### src/rtl/mux_operand_loader_pkg.sv
// rtl/mux_operand_loader_pkg.sv - shared constants for the operand mux loader
//
// Purpose: state encoding, select codes and default operand width shared by
// the loader RTL.
// Contents:
//   IDLE/LOAD/SCAN  - 2-bit FSM state codes
//   SEL_A..SEL_D    - s1s0 codes that present operands a..d on the mux
//   DEFAULT_WIDTH   - operand width of the downstream 4:1 mux
package mux_operand_loader_pkg;

  localparam int DEFAULT_WIDTH = 16;

  localparam logic [1:0] IDLE = 2'd0;
  localparam logic [1:0] LOAD = 2'd1;
  localparam logic [1:0] SCAN = 2'd2;

  localparam logic [1:0] SEL_A = 2'b00;
  localparam logic [1:0] SEL_B = 2'b01;
  localparam logic [1:0] SEL_C = 2'b10;
  localparam logic [1:0] SEL_D = 2'b11;

endpackage

### src/rtl/mux_operand_loader.sv
// rtl/mux_operand_loader.sv - packs four stream words into a..d and scans the mux selects
//
// Purpose: accepts four consecutive words over a valid/ready handshake into
// operand registers a..d, then steps s1s0 through 00..11 (paced by
// out_ready) PASSES times before returning to loading.
// Ports:
//   clk, rst_n            - clock, asynchronous active-low reset
//   flush                 - synchronous abort back to an empty bank in LOAD
//   in_valid/in_ready/in_data - upstream word handshake
//   a, b, c, d            - operand bank driving the 4:1 mux data inputs
//   s0, s1                - mux select (s1 is the MSB)
//   out_valid/out_ready   - consumer handshake on the mux output
//   scan_done             - one-cycle pulse when the final step is accepted
module mux_operand_loader
  import mux_operand_loader_pkg::*;
#(
  parameter int WIDTH  = DEFAULT_WIDTH,
  parameter int PASSES = 1
) (
  input  logic             clk,
  input  logic             rst_n,
  input  logic             flush,
  input  logic             in_valid,
  output logic             in_ready,
  input  logic [WIDTH-1:0] in_data,
  output logic [WIDTH-1:0] a,
  output logic [WIDTH-1:0] b,
  output logic [WIDTH-1:0] c,
  output logic [WIDTH-1:0] d,
  output logic             s0,
  output logic             s1,
  output logic             out_valid,
  input  logic             out_ready,
  output logic             scan_done
);

  // pass_cnt counts completed passes; the pass with this index is the final one
  localparam logic [3:0] LAST_PASS = 4'(PASSES - 1);

  logic [1:0] state;
  logic [1:0] load_ptr;
  logic [3:0] pass_cnt;
  logic [1:0] sel;

  assign s0 = sel[0];
  assign s1 = sel[1];

  always_ff @(posedge clk or negedge rst_n) begin
    if (!rst_n) begin
      state     <= IDLE;
      a         <= '0;
      b         <= '0;
      c         <= '0;
      d         <= '0;
      sel       <= SEL_A;
      in_ready  <= 1'b0;
      out_valid <= 1'b0;
      scan_done <= 1'b0;
      load_ptr  <= 2'd0;
      pass_cnt  <= 4'd0;
    end else begin
      scan_done <= 1'b0;
      if (flush) begin
        // any handshake in this cycle is dropped: no write, no select step
        state     <= LOAD;
        a         <= '0;
        b         <= '0;
        c         <= '0;
        d         <= '0;
        sel       <= SEL_A;
        in_ready  <= 1'b1;
        out_valid <= 1'b0;
        load_ptr  <= 2'd0;
        pass_cnt  <= 4'd0;
      end else begin
        case (state)
          IDLE: begin
            state    <= LOAD;
            in_ready <= 1'b1;
          end
          LOAD: begin
            if (in_valid && in_ready) begin
              case (load_ptr)
                2'd0:    a <= in_data;
                2'd1:    b <= in_data;
                2'd2:    c <= in_data;
                default: d <= in_data;
              endcase
              load_ptr <= load_ptr + 2'd1;
              if (load_ptr == 2'd3) begin
                // bank complete: present operand a in the very next cycle
                state     <= SCAN;
                in_ready  <= 1'b0;
                out_valid <= 1'b1;
                sel       <= SEL_A;
                pass_cnt  <= 4'd0;
              end
            end
          end
          SCAN: begin
            if (out_valid && out_ready) begin
              case (sel)
                SEL_A: sel <= SEL_B;
                SEL_B: sel <= SEL_C;
                SEL_C: sel <= SEL_D;
                default: begin
                  sel <= SEL_A;
                  if (pass_cnt < LAST_PASS) begin
                    pass_cnt <= pass_cnt + 4'd1;
                  end else begin
                    // bank is kept; LOAD overwrites it word by word
                    scan_done <= 1'b1;
                    out_valid <= 1'b0;
                    in_ready  <= 1'b1;
                    state     <= LOAD;
                  end
                end
              endcase
            end
          end
          default: begin
            state     <= IDLE;
            in_ready  <= 1'b0;
            out_valid <= 1'b0;
          end
        endcase
      end
    end
  end

endmodule
### config.mk
export PLATFORM = sky130hd
export DESIGN_NAME = mux_operand_loader
export DESIGN_NICKNAME = d
export VERILOG_FILES = /design/src/rtl/mux_operand_loader_pkg.sv /design/src/rtl/mux_operand_loader.sv
export SDC_FILE = /design/constraint.sdc
export NUM_CORES = 1
export LEC_CHECK = 0
export ABC_CLOCK_PERIOD_IN_PS = 2200
export CORE_MARGIN = 4
export CORE_UTILIZATION = 45
export CTS_CLUSTER_SIZE = 30
export DETAILED_ROUTE_END_ITERATION = 6
export GPL_TIMING_DRIVEN = 0
export PLACE_DENSITY = 0.77
export SETUP_SLACK_MARGIN = 0.1
export SLEW_MARGIN = 20
export SYNTH_ARGS = -nofsm -noshare
export SYNTH_HDL_FRONTEND = slang
export SYNTH_SLANG_ARGS = --single-unit
### constraint.sdc
create_clock -name clk -period 2.2 [get_ports clk]
set_input_delay 0.22 -clock clk [delete_from_list [all_inputs] [get_ports clk]]
set_output_delay 0.22 -clock clk [all_outputs]
set_load 0.01 [all_outputs]
==> flow_metrics.env, run 1 <==
export IMPL_start_util_pct=46.3
export IMPL_hold_violations=0
export IMPL_ant_nets=0
export IMPL_synth_async_sr_flop_share_pct=100
export IMPL_slowest_delay_ns=0.41
export IMPL_final_nets=459
export IMPL_grt_max_degree=61
export IMPL_grt_overflow_total=0
export IMPL_ys_seq_area_share_pct=57.6
export IMPL_drtIter0Drc=163
export IMPL_routedWlPerCell_um=16.1
export IMPL_yosys_warnings=0
export IMPL_synthDistinctLibCells=28
export IMPL_power_density_nw_per_um2=657
export IMPL_cellLeakagePower_nw=1.82
export IMPL_cts_buffers=9
export IMPL_r2r_start="load_ptr[0]$_DFFE_PN0P_"
export IMPL_r2r_worst_path_cells=7
export IMPL_crit_path_cell_trace="inv_1 > ha_1 > and4b_2 > clkbuf_2 > buf_4 > nand2_1 > a21oi_1"
export IMPL_root_buffer="clkbuf_8"
export IMPL_syn_nets=358
export IMPL_setup_viol=0
export IMPL_fmax_ghz=0.607
export IMPL_critPathKind="reg2reg"
export IMPL_drt_pass1_iter_count=4
export IMPL_start_kind="flip-flop"
export IMPL_synth_cells=330
export IMPL_synth_edf_count=0
export IMPL_switching_share_pct=25.8
export IMPL_wl_um=8280
export IMPL_clkTransAtPathRegs_ns=0.07
export IMPL_critical_path_slowest_cell="dfrtp_1"
export IMPL_clock_latency_ns=0.35
export IMPL_die_x_um=91.4
export IMPL_drcViolationCount=0
export IMPL_dp_cells=499
export IMPL_min_path_type="in2async"
export IMPL_gr_usage_all_layers_pct=20.8
export IMPL_num_rows=30
export IMPL_hpwl_um=6080
export IMPL_combPwrFrac_pct=14.5
export IMPL_clockBufferDepth=2
export IMPL_dieHeight_um=91.4
export IMPL_outcome="complete, no violations"
export IMPL_fin_util_pct=64.1
export IMPL_synth_area_um2=3130
export IMPL_critPathArrivalTime_ns=1.91
export IMPL_rsz0062_at_grt="false"
export IMPL_intPower_mw=2.11
export IMPL_crit_path_max_fanout=10
export IMPL_core_area_um2=6760
export IMPL_viasPerCell=5.25
export IMPL_rrSetupSlack_ns=0.55
export IMPL_synth_seq_cells=72
export IMPL_ys_flop_type="dfrtp_1"
export IMPL_grt_first_pass_wirelength_um=13600
export IMPL_vdd_drop_max_mv=0.341
export IMPL_clkPwrFrac_pct=36.0
export IMPL_total_power_mw=2.84
export IMPL_grt_pass1_vias=2710
export IMPL_r2r_end="a[6]$_DFFE_PN0P_"
export IMPL_num_io_pins=90
export IMPL_drv_cap=0
export IMPL_required_ns=2.47
export IMPL_power_switching_mw=0.734
export IMPL_holdWs_ns=0.263
export IMPL_antenna_found_initial=0
export IMPL_post_cts_setup_buffer_count=0
export IMPL_area_delta_synth_final_pct=38.5
export IMPL_tightest_slew_ns=0.536
export IMPL_drive_above_1_share_pct=10.6
export IMPL_cts_num_sinks=72
export IMPL_fin_crit_ns=1.65
export IMPL_layoutNonFillerInstCount=515
export IMPL_finalClockSkew_ns=0.00665
export IMPL_cts_tree="done"
export IMPL_h_tree_depth=3
export IMPL_gp_congestion=0.807
export IMPL_portBuffers=88
export IMPL_crit_path_end_kind="flip-flop"
export IMPL_slew_violations=0
export IMPL_synth_area_per_cell_um2=9.48
export IMPL_period_share_pct=74.9
export IMPL_die_area_um2=8350
export IMPL_vias=2704
export IMPL_slew_headroom_pct=64.2
export IMPL_p_seq_share_pct=49.5
export IMPL_diodes=0
==> state kept, by name, indices dropped and copies added (netlist names), 2 cells and up <==
| name | count |
|---|---|
| a | 16 |
| b | 16 |
| c | 16 |
| d | 16 |
| load_ptr | 2 |
| sel | 2 |
==> cell type report <==
cell class | count | area (um^2)
repair buffers | 90 | 916
well taps | 80 | 100
flip-flops and latches | 72 | 1800
inverters | 4 | 15.0
fillers | 572 | 2420
plain buffers | 23 | 145
multi-input cells | 231 | 1170
clock inverters | 3 | 42.5
clock buffers | 12 | 145
==> per-stage QoR <==
stage | setup WS (ns) | TNS [ns] | instance area, um^2
2_1_floorplan | 0.810 | 0 | 3130
3_3_place_gp | -1.45 | -104.38 | 4110
3_5_place_dp | 0.438 | 0 | 4130
4_1_cts | 0.557 | 0 | 4330
5_1_grt | 0.373 | 0 | 4330
6_report | 0.553 | 0 | 4330
==> worst max-delay path by stage <==
stage	from	cells after the start	slack [ns]	endpoint
finish	load_ptr[0]$_DFFE_PN0P_	7	0.55	a[6]$_DFFE_PN0P_
global placement	rst_n	1	-1.45	a[3]$_DFFE_PN0P_
floorplan	load_ptr[0]$_DFFE_PN0P_	7	0.81	a[13]$_DFFE_PN0P_
global route	load_ptr[0]$_DFFE_PN0P_	7	0.37	a[6]$_DFFE_PN0P_
detailed placement	in_valid	6	0.44	a[10]$_DFFE_PN0P_
CTS	load_ptr[0]$_DFFE_PN0P_	7	0.56	a[6]$_DFFE_PN0P_
==> worst max-delay path: cells and delay by family (launching register included) <==
family | cells | cell delay [ns]
AO/OA/AOI/OAI | 1 | 0.14
adder cells (fa/ha/maj) | 1 | 0.20
buffers and inverters | 3 | 0.53
flip-flops | 1 | 0.41
AND/OR/NAND/NOR | 2 | 0.30
==> cells in the final DEF, fill, tap and decap left out, types with 2 or more instances in the layout <==
| cell type | n |
|---|---|
| clkdlybuf4s50_1 | 87 |
| buf_4 | 6 |
| a22o_1 | 2 |
| buf_2 | 6 |
| nor2_1 | 5 |
| nand2_1 | 130 |
| nand4b_2 | 4 |
| a21oi_1 | 65 |
| clkbuf_2 | 2 |
| and4b_2 | 4 |
| clkbuf_8 | 10 |
| ha_1 | 7 |
| dfrtp_1 | 72 |
| clkbuf_1 | 8 |
| buf_6 | 4 |
| inv_1 | 4 |
==> cell families after synthesis <==
group / count (synthesis) / synth area share [%]
and+or+nand+nor: 152 / 22.0
DFF: 72 / 57.6
AOI/OAI and AO/OA: 70 / 11.8
xor gates and xnor gates: 1 / 0.280
muxes: 1 / 0.320
buffers and inverters: 27 / 5.12
adders and majority gates: 7 / 2.80
==> synth_stat cells, types with 2 or more instances <==
| cell | n | area, um^2 |
|---|---|---|
| a21oi_1 | 65 | 325 |
| a22o_1 | 2 | 17.5 |
| and4b_2 | 4 | 45.0 |
| buf_2 | 6 | 30.0 |
| buf_4 | 5 | 37.5 |
| buf_6 | 4 | 45.0 |
| clkbuf_1 | 6 | 22.5 |
| clkbuf_2 | 2 | 10.0 |
| dfrtp_1 | 72 | 1800 |
| ha_1 | 7 | 87.6 |
| inv_1 | 4 | 15.0 |
| nand2_1 | 130 | 488 |
| nand4b_2 | 4 | 60.1 |
| nor2_1 | 5 | 18.8 |
==> what timing repair did <==
action                                 CTS  global route
endpoints found under the hold margin   12             0
gates resized for setup                  0             0
hold buffers                             1             0
==> power groups by stage <==
| stage | Clock, mW | Combinational (mW) | Sequential [mW] |
|---|---|---|---|
| floorplan | 0 | 0.158 | 1.45 |
| global placement | 0 | 0.394 | 1.43 |
| detailed placement | 0 | 0.412 | 1.43 |
| CTS | 1.04 | 0.416 | 1.41 |
| global route | 1.10 | 0.451 | 1.41 |
| finish | 1.03 | 0.412 | 1.41 |
==> metal layers <==
layer,share of wire [%],track usage (%)
met2,48,32.7
met4,2.2,9.55
met3,5.6,4.31
met1,44,27.7
met5,0,0
No activity file was read; power rests on OpenSTA's default activity.
==> inputs of run 2 (changes only) <==
--- a/config.mk
+++ b/config.mk
@@ -5,9 +5,9 @@
 export SDC_FILE = /design/constraint.sdc
 export NUM_CORES = 1
 export LEC_CHECK = 0
-export ABC_CLOCK_PERIOD_IN_PS = 2200
+export ABC_CLOCK_PERIOD_IN_PS = 1500
 export CORE_MARGIN = 4
-export CORE_UTILIZATION = 45
+export CORE_UTILIZATION = 43
 export CTS_CLUSTER_SIZE = 30
 export DETAILED_ROUTE_END_ITERATION = 6
 export GPL_TIMING_DRIVEN = 0
==> constraint.sdc (replaced) <==
create_clock -name clk -period 1.5 [get_ports clk]
set_input_delay 0.15 -clock clk [delete_from_list [all_inputs] [get_ports clk]]
set_output_delay 0.15 -clock clk [all_outputs]
set_load 0.01 [all_outputs]
==> flow_metrics.env, run 2 (synthesis results as in run 1) <==
export IMPL_outcome="finished, violations left"
export IMPL_violations="setup timing"
export IMPL_drcViolationCount=0
export IMPL_fin_crit_ns=1.63
export IMPL_root_buffer="clkbuf_8"
export IMPL_antenna_found_initial=0
export IMPL_num_rows=30
export IMPL_wl_met2_um=5510
export IMPL_routedWlPerCell_um=19.3
export IMPL_viasPerCell=5.38
export IMPL_cp_common_cell="buf_6"
export IMPL_worst_path_stages=8
export IMPL_power_density_nw_per_um2=846
export IMPL_vdd_drop_max_mv=0.454
export IMPL_area_delta_synth_final_pct=62.0
export IMPL_core_area_um2=6940
export IMPL_ant_nets=0
export IMPL_combPwrFrac_pct=20.9
export IMPL_diodes=0
export IMPL_hold_violations=0
export IMPL_power_switching_mw=1.23
export IMPL_place_ws_ns=-0.205
export IMPL_r2r_start="load_ptr[0]$_DFFE_PN0P_"
export IMPL_layout_common_cells="90 x nand2_1, 70 x dfrtp_1, 48 x dlymetal6s2s_1"
export IMPL_final_common_cell="nand2_1"
export IMPL_setup_slack_ns=-0.129
export IMPL_clkTransAtPathRegs_ns=0.07
export IMPL_cpLargestDelayFamily="buffers and inverters"
export IMPL_fmax_ghz=0.614
export IMPL_slew_violations=0
export IMPL_grt_pass1_vias=3116
export IMPL_final_nets=475
export IMPL_layoutNonFillerInstCount=546
export IMPL_num_io_pins=90
export IMPL_hpwl_um=6130
export IMPL_required_ns=1.75
export IMPL_min_path_type="in2async"
export IMPL_start_kind="flip-flop"
export IMPL_rrSetupSlack_ns=-0.13
export IMPL_portBuffers=88
export IMPL_grt_overflow_total=0
export IMPL_multi_input_area_um2=1570
export IMPL_grt_first_pass_wirelength_um=15800
export IMPL_drive_above_1_share_pct=32.9
export IMPL_crit_path_max_fanout=8
export IMPL_p_seq_share_pct=48.2
export IMPL_clockBufferDepth=2
export IMPL_setup_viol=33
export IMPL_grt_max_degree=60
export IMPL_slew_headroom_pct=41.4
export IMPL_endpoint="c[5]$_DFFE_PN0P_"
export IMPL_critPathArrivalTime_ns=1.88
export IMPL_clock_latency_ns=0.34
export IMPL_rsz0062_at_grt="true"
export IMPL_intPower_mw=3.06
export IMPL_cts_num_sinks=72
export IMPL_dieHeight_um=93.3
export IMPL_register_area_um2=1800
export IMPL_dr_wl_met3_um=652
export IMPL_crit_path_start="load_ptr[0]$_DFFE_PN0P_"
export IMPL_h_tree_depth=3
export IMPL_r2r_end="c[5]$_DFFE_PN0P_"
export IMPL_die_x_um=93.3
export IMPL_gp_congestion=0.789
export IMPL_tightest_slew_ns=0.880
export IMPL_fill_cells=457
export IMPL_dp_cells=515
export IMPL_met1_length_um=4090
export IMPL_slowest_delay_ns=0.43
export IMPL_crit_path_end_kind="flip-flop"
export IMPL_cts_tree="done"
export IMPL_start_util_pct=45.0
export IMPL_gr_usage_all_layers_pct=23.7
export IMPL_path_buf_inv=4
export IMPL_drtIter0Drc=165
export IMPL_cellLeakagePower_nw=2.99
export IMPL_critical_path_slowest_cell="dfrtp_1"
export IMPL_highest_layer="met4"
export IMPL_finalClockSkew_ns=0.00711
export IMPL_drv_cap=0
export IMPL_vias=2937
export IMPL_cts_buffers=9
export IMPL_crit_path_cell_trace="inv_2 > buf_6 > ha_4 > and4b_2 > buf_8 > buf_6 > nand2_1 > a21oi_1"
export IMPL_period_share_pct=109
export IMPL_r2r_worst_path_cells=8
export IMPL_drt_pass1_iter_count=4
export IMPL_switching_share_pct=28.7
export IMPL_wl_um=10500
export IMPL_critPathKind="reg2reg"
export IMPL_die_area_um2=8700
export IMPL_clkPwrFrac_pct=30.9
-- run 2: cell count changes in the layout (fill, tap and decap cells not counted), moves of 17 or more --
cell,change
dlymetal6s2s_1,+48
nand2_4,+17
nand2_1,-40
a21oi_1,-40
nand2_2,+23
a21oi_2,+40
clkdlybuf4s50_1,-68
dlygate4sd2_1,+20
-- run 2: worst register-to-register path, cell delays in order (launching register included) --
cell and delay [ns]:
dfrtp_1 0.43, inv_2 0.11, buf_6 0.11, ha_4 0.13, and4b_2 0.24, buf_8 0.13
buf_6 0.13, nand2_1 0.05, a21oi_1 0.20
-- run 2: worst min-delay path by stage --
stage	from	endpoint	slack [ns]
after CTS	rst_n	c[12]$_DFFE_PN0P_	0.21
after global routing	rst_n	d[12]$_DFFE_PN0P_	0.21
final	rst_n	c[12]$_DFFE_PN0P_	0.21
after floorplan	rst_n	a[0]$_DFFE_PN0P_	-0.15
after detailed placement	rst_n	c[12]$_DFFE_PN0P_	0.02
after global placement	c[13]$_DFFE_PN0P_	c[13]$_DFFE_PN0P_	0.51
-- run 2: power by group through the flow --
stage          combinational, mW  sequential (mW)  clock [mW]
4_1_cts                    0.846             2.07        1.30
5_1_grt                    0.950             2.08        1.42
3_5_place_dp               0.605             2.10           0
6_report                   0.896             2.07        1.32
3_3_place_gp               0.582             2.10           0
2_1_floorplan              0.232             2.13           0
-- run 2: repair_timing --
| action | 4_1_cts | 5_1_grt |
|---|---|---|
| endpoints found under the setup margin | 75 | 114 |
| pin swaps | 15 | 15 |
| gates resized for setup | 130 | 76 |
| gates cloned | 3 | 0 |
| endpoints found under the hold margin | 72 | 0 |
| buffers inserted | 10 | 3 |
| hold buffers | 1 | 0 |
-- run 2: layout make-up --
| class | instances | area share [%] |
|---|---|---|
| clock inverters | 1 | 0.0988 |
| flip-flops and latches | 72 | 35.6 |
| multi-input cells | 231 | 31.1 |
| inverters | 4 | 0.346 |
| well taps | 96 | 2.37 |
| clock buffers | 13 | 2.94 |
| repair buffers | 106 | 23.7 |
| plain buffers | 23 | 3.90 |
-- run 2: routing by layer --
layer	up-vias	global-route usage [%]
met3	26	5.63
li1	1320	-
met4	0	8.91
met5	-	0
met1	1478	29.7
met2	113	39.6
-- run 2: metrics by stage --
step | hold slack (ns) | utilization [%] | power [mW] | setup TNS [ns] | cell area, um^2
after floorplan | -0.146 | - | 2.36 | 0 | 3130
after global placement | 0.511 | 59.5 | 2.68 | -155.28 | 4130
after detailed placement | 0.0164 | 59.8 | 2.71 | -6.90 | 4150
after CTS | 0.208 | 69.4 | 4.21 | -0.000273 | 4820
after global routing | 0.208 | 73.0 | 4.45 | -4.33 | 5070
final | 0.209 | 73.0 | 4.29 | -0.974 | 5070
==> inputs of run 3 (changes only) <==
--- a/config.mk
+++ b/config.mk
@@ -5,7 +5,7 @@
 export SDC_FILE = /design/constraint.sdc
 export NUM_CORES = 1
 export LEC_CHECK = 0
-export ABC_CLOCK_PERIOD_IN_PS = 1500
+export ABC_CLOCK_PERIOD_IN_PS = 1400
 export CORE_MARGIN = 4
 export CORE_UTILIZATION = 43
 export CTS_CLUSTER_SIZE = 30
==> constraint.sdc (replaced) <==
create_clock -name clk -period 1.4 [get_ports clk]
set_input_delay 0.14 -clock clk [delete_from_list [all_inputs] [get_ports clk]]
set_output_delay 0.14 -clock clk [all_outputs]
set_load 0.01 [all_outputs]
==> flow_metrics.env, run 3 (synthesis results as in run 1) <==
export IMPL_setup_viol=59
export IMPL_final_common_cell="nand2_1"
export IMPL_power_density_nw_per_um2=1020
export IMPL_gr_usage_all_layers_pct=20.9
export IMPL_fmax_ghz=0.647
export IMPL_fin_crit_ns=1.54
export IMPL_clock_latency_ns=0.36
export IMPL_finalClockSkew_ns=0.00978
export IMPL_p_seq_share_pct=43.2
export IMPL_diodes=0
export IMPL_min_path_type="in2async"
export IMPL_root_buffer="clkbuf_8"
export IMPL_drcViolationCount=0
export IMPL_clkPwrFrac_pct=39.7
export IMPL_clkTransAtPathRegs_ns=0.09
export IMPL_outcome="finished, violations left"
export IMPL_grt_max_degree=60
export IMPL_h_tree_depth=3
export IMPL_grt_first_pass_wirelength_um=14100
export IMPL_place_ws_ns=-0.274
export IMPL_final_area_um2=5060
export IMPL_grt_pass1_vias=2836
export IMPL_vias=2969
export IMPL_drt_pass1_iter_count=5
export IMPL_violations="setup timing"
export IMPL_antenna_found_initial=0
export IMPL_rrSetupSlack_ns=-0.14
export IMPL_vdd_drop_max_mv=0.517
export IMPL_layoutNonFillerInstCount=555
export IMPL_dieHeight_um=93.3
export IMPL_layout_common_cells="109 x nand2_1, 69 x dfrtp_1, 68 x dlygate4sd2_1"
export IMPL_power_switching_mw=1.39
export IMPL_gp_congestion=0.802
export IMPL_start_kind="flip-flop"
export IMPL_switching_share_pct=27.0
export IMPL_holdWs_ns=0.188
export IMPL_drtIter0Drc=251
export IMPL_crit_path_max_fanout=7
export IMPL_ant_nets=0
export IMPL_clockBufferDepth=2
export IMPL_period_share_pct=110
export IMPL_area_delta_synth_final_pct=61.7
export IMPL_slew_violations=0
export IMPL_crit_path_end_kind="flip-flop"
export IMPL_r2r_end="b[1]$_DFFE_PN0P_"
export IMPL_core_area_um2=6940
export IMPL_num_io_pins=90
export IMPL_drv_cap=0
export IMPL_grt_overflow_total=0
export IMPL_wl_um=10200
export IMPL_viasPerCell=5.35
export IMPL_cts_tree="done"
export IMPL_crit_path_start="load_ptr[1]$_DFFE_PN0P_"
export IMPL_num_rows=30
export IMPL_final_nets=482
export IMPL_die_x_um=93.3
export IMPL_setup_slack_ns=-0.145
export IMPL_critPathKind="reg2reg"
export IMPL_drive_above_1_share_pct=33.1
export IMPL_intPower_mw=3.75
export IMPL_cts_buffers=9
export IMPL_cellLeakagePower_nw=2.42
export IMPL_placed_area_um2=4190
export IMPL_hold_violations=0
export IMPL_portBuffers=88
export IMPL_rsz0062_at_grt="true"
export IMPL_routedWlPerCell_um=18.3
export IMPL_die_area_um2=8700
export IMPL_r2r_worst_path_cells=7
export IMPL_slew_headroom_pct=40.3
export IMPL_combPwrFrac_pct=17.1
export IMPL_start_util_pct=45.0
export IMPL_tightest_slew_ns=0.896
export IMPL_r2r_start="load_ptr[1]$_DFFE_PN0P_"
export IMPL_total_power_mw=5.14
export IMPL_hpwl_um=6080
export IMPL_required_ns=1.68
export IMPL_critPathArrivalTime_ns=1.82
export IMPL_dp_cells=515
export IMPL_cts_num_sinks=72
-- run 3: layer usage --
metal	GRT usage, %	vias up	wire, um
met5	0	-	0
met4	6.84	0	167
met3	5.79	15	740
met2	33.8	128	5280
met1	27.2	1496	3980
li1	-	1330	-
-- run 3: layout make-up --
cell class | instances | area (um^2)
clock buffer | 10 | 128
tap | 96 | 120
fill | 465 | 1890
buffer | 23 | 209
sequential | 72 | 1810
timing repair buffer | 113 | 1090
multi-input combinational | 231 | 1570
inverter | 4 | 20.0
clock inverter | 6 | 115
-- run 3: worst max-delay path: stages (launching register included) --
cell	delay (ns)
dfrtp_2	0.48
inv_4	0.11
ha_4	0.15
and4b_2	0.24
buf_6	0.15
clkbuf_16	0.17
nand2_4	0.05
a21oi_2	0.14
-- run 3: stage by stage --
step / setup TNS (ns) / utilization [%]
6_report: -4.85 / 72.8
5_1_grt: -7.54 / 72.8
4_1_cts: -3.07 / 64.8
3_5_place_dp: -11.16 / 60.4
3_3_place_gp: -166.45 / 60.0
2_1_floorplan: 0 / -
-- run 3: worst max-delay path by stage --
stage | endpoint | slack [ns]
after floorplan | a[13]$_DFFE_PN0P_ | 0.07
after CTS | b[2]$_DFFE_PN0P_ | -0.1
after global routing | b[1]$_DFFE_PN0P_ | -0.18
after global placement | a[3]$_DFFE_PN0P_ | -2.20
final | b[1]$_DFFE_PN0P_ | -0.14
after detailed placement | d[13]$_DFFE_PN0P_ | -0.27
-- run 3: repair_timing --
item / CTS / global route
hold endpoints to repair: 72 / 0
resized for setup: 93 / 89
setup buffers: 6 / 11
gates cloned: 1 / 5
hold buffers: 1 / 0
endpoints found under the setup margin: 133 / 69
pin swaps: 2 / 21
-- run 3: power by group through the flow --
stage,registers [mW],clock network [mW],logic (mW)
finish,2.22,2.04,0.882
global route,2.23,2.16,0.941
CTS,2.21,2.04,0.674
detailed placement,2.25,0,0.665
global placement,2.25,0,0.638
floorplan,2.28,0,0.264
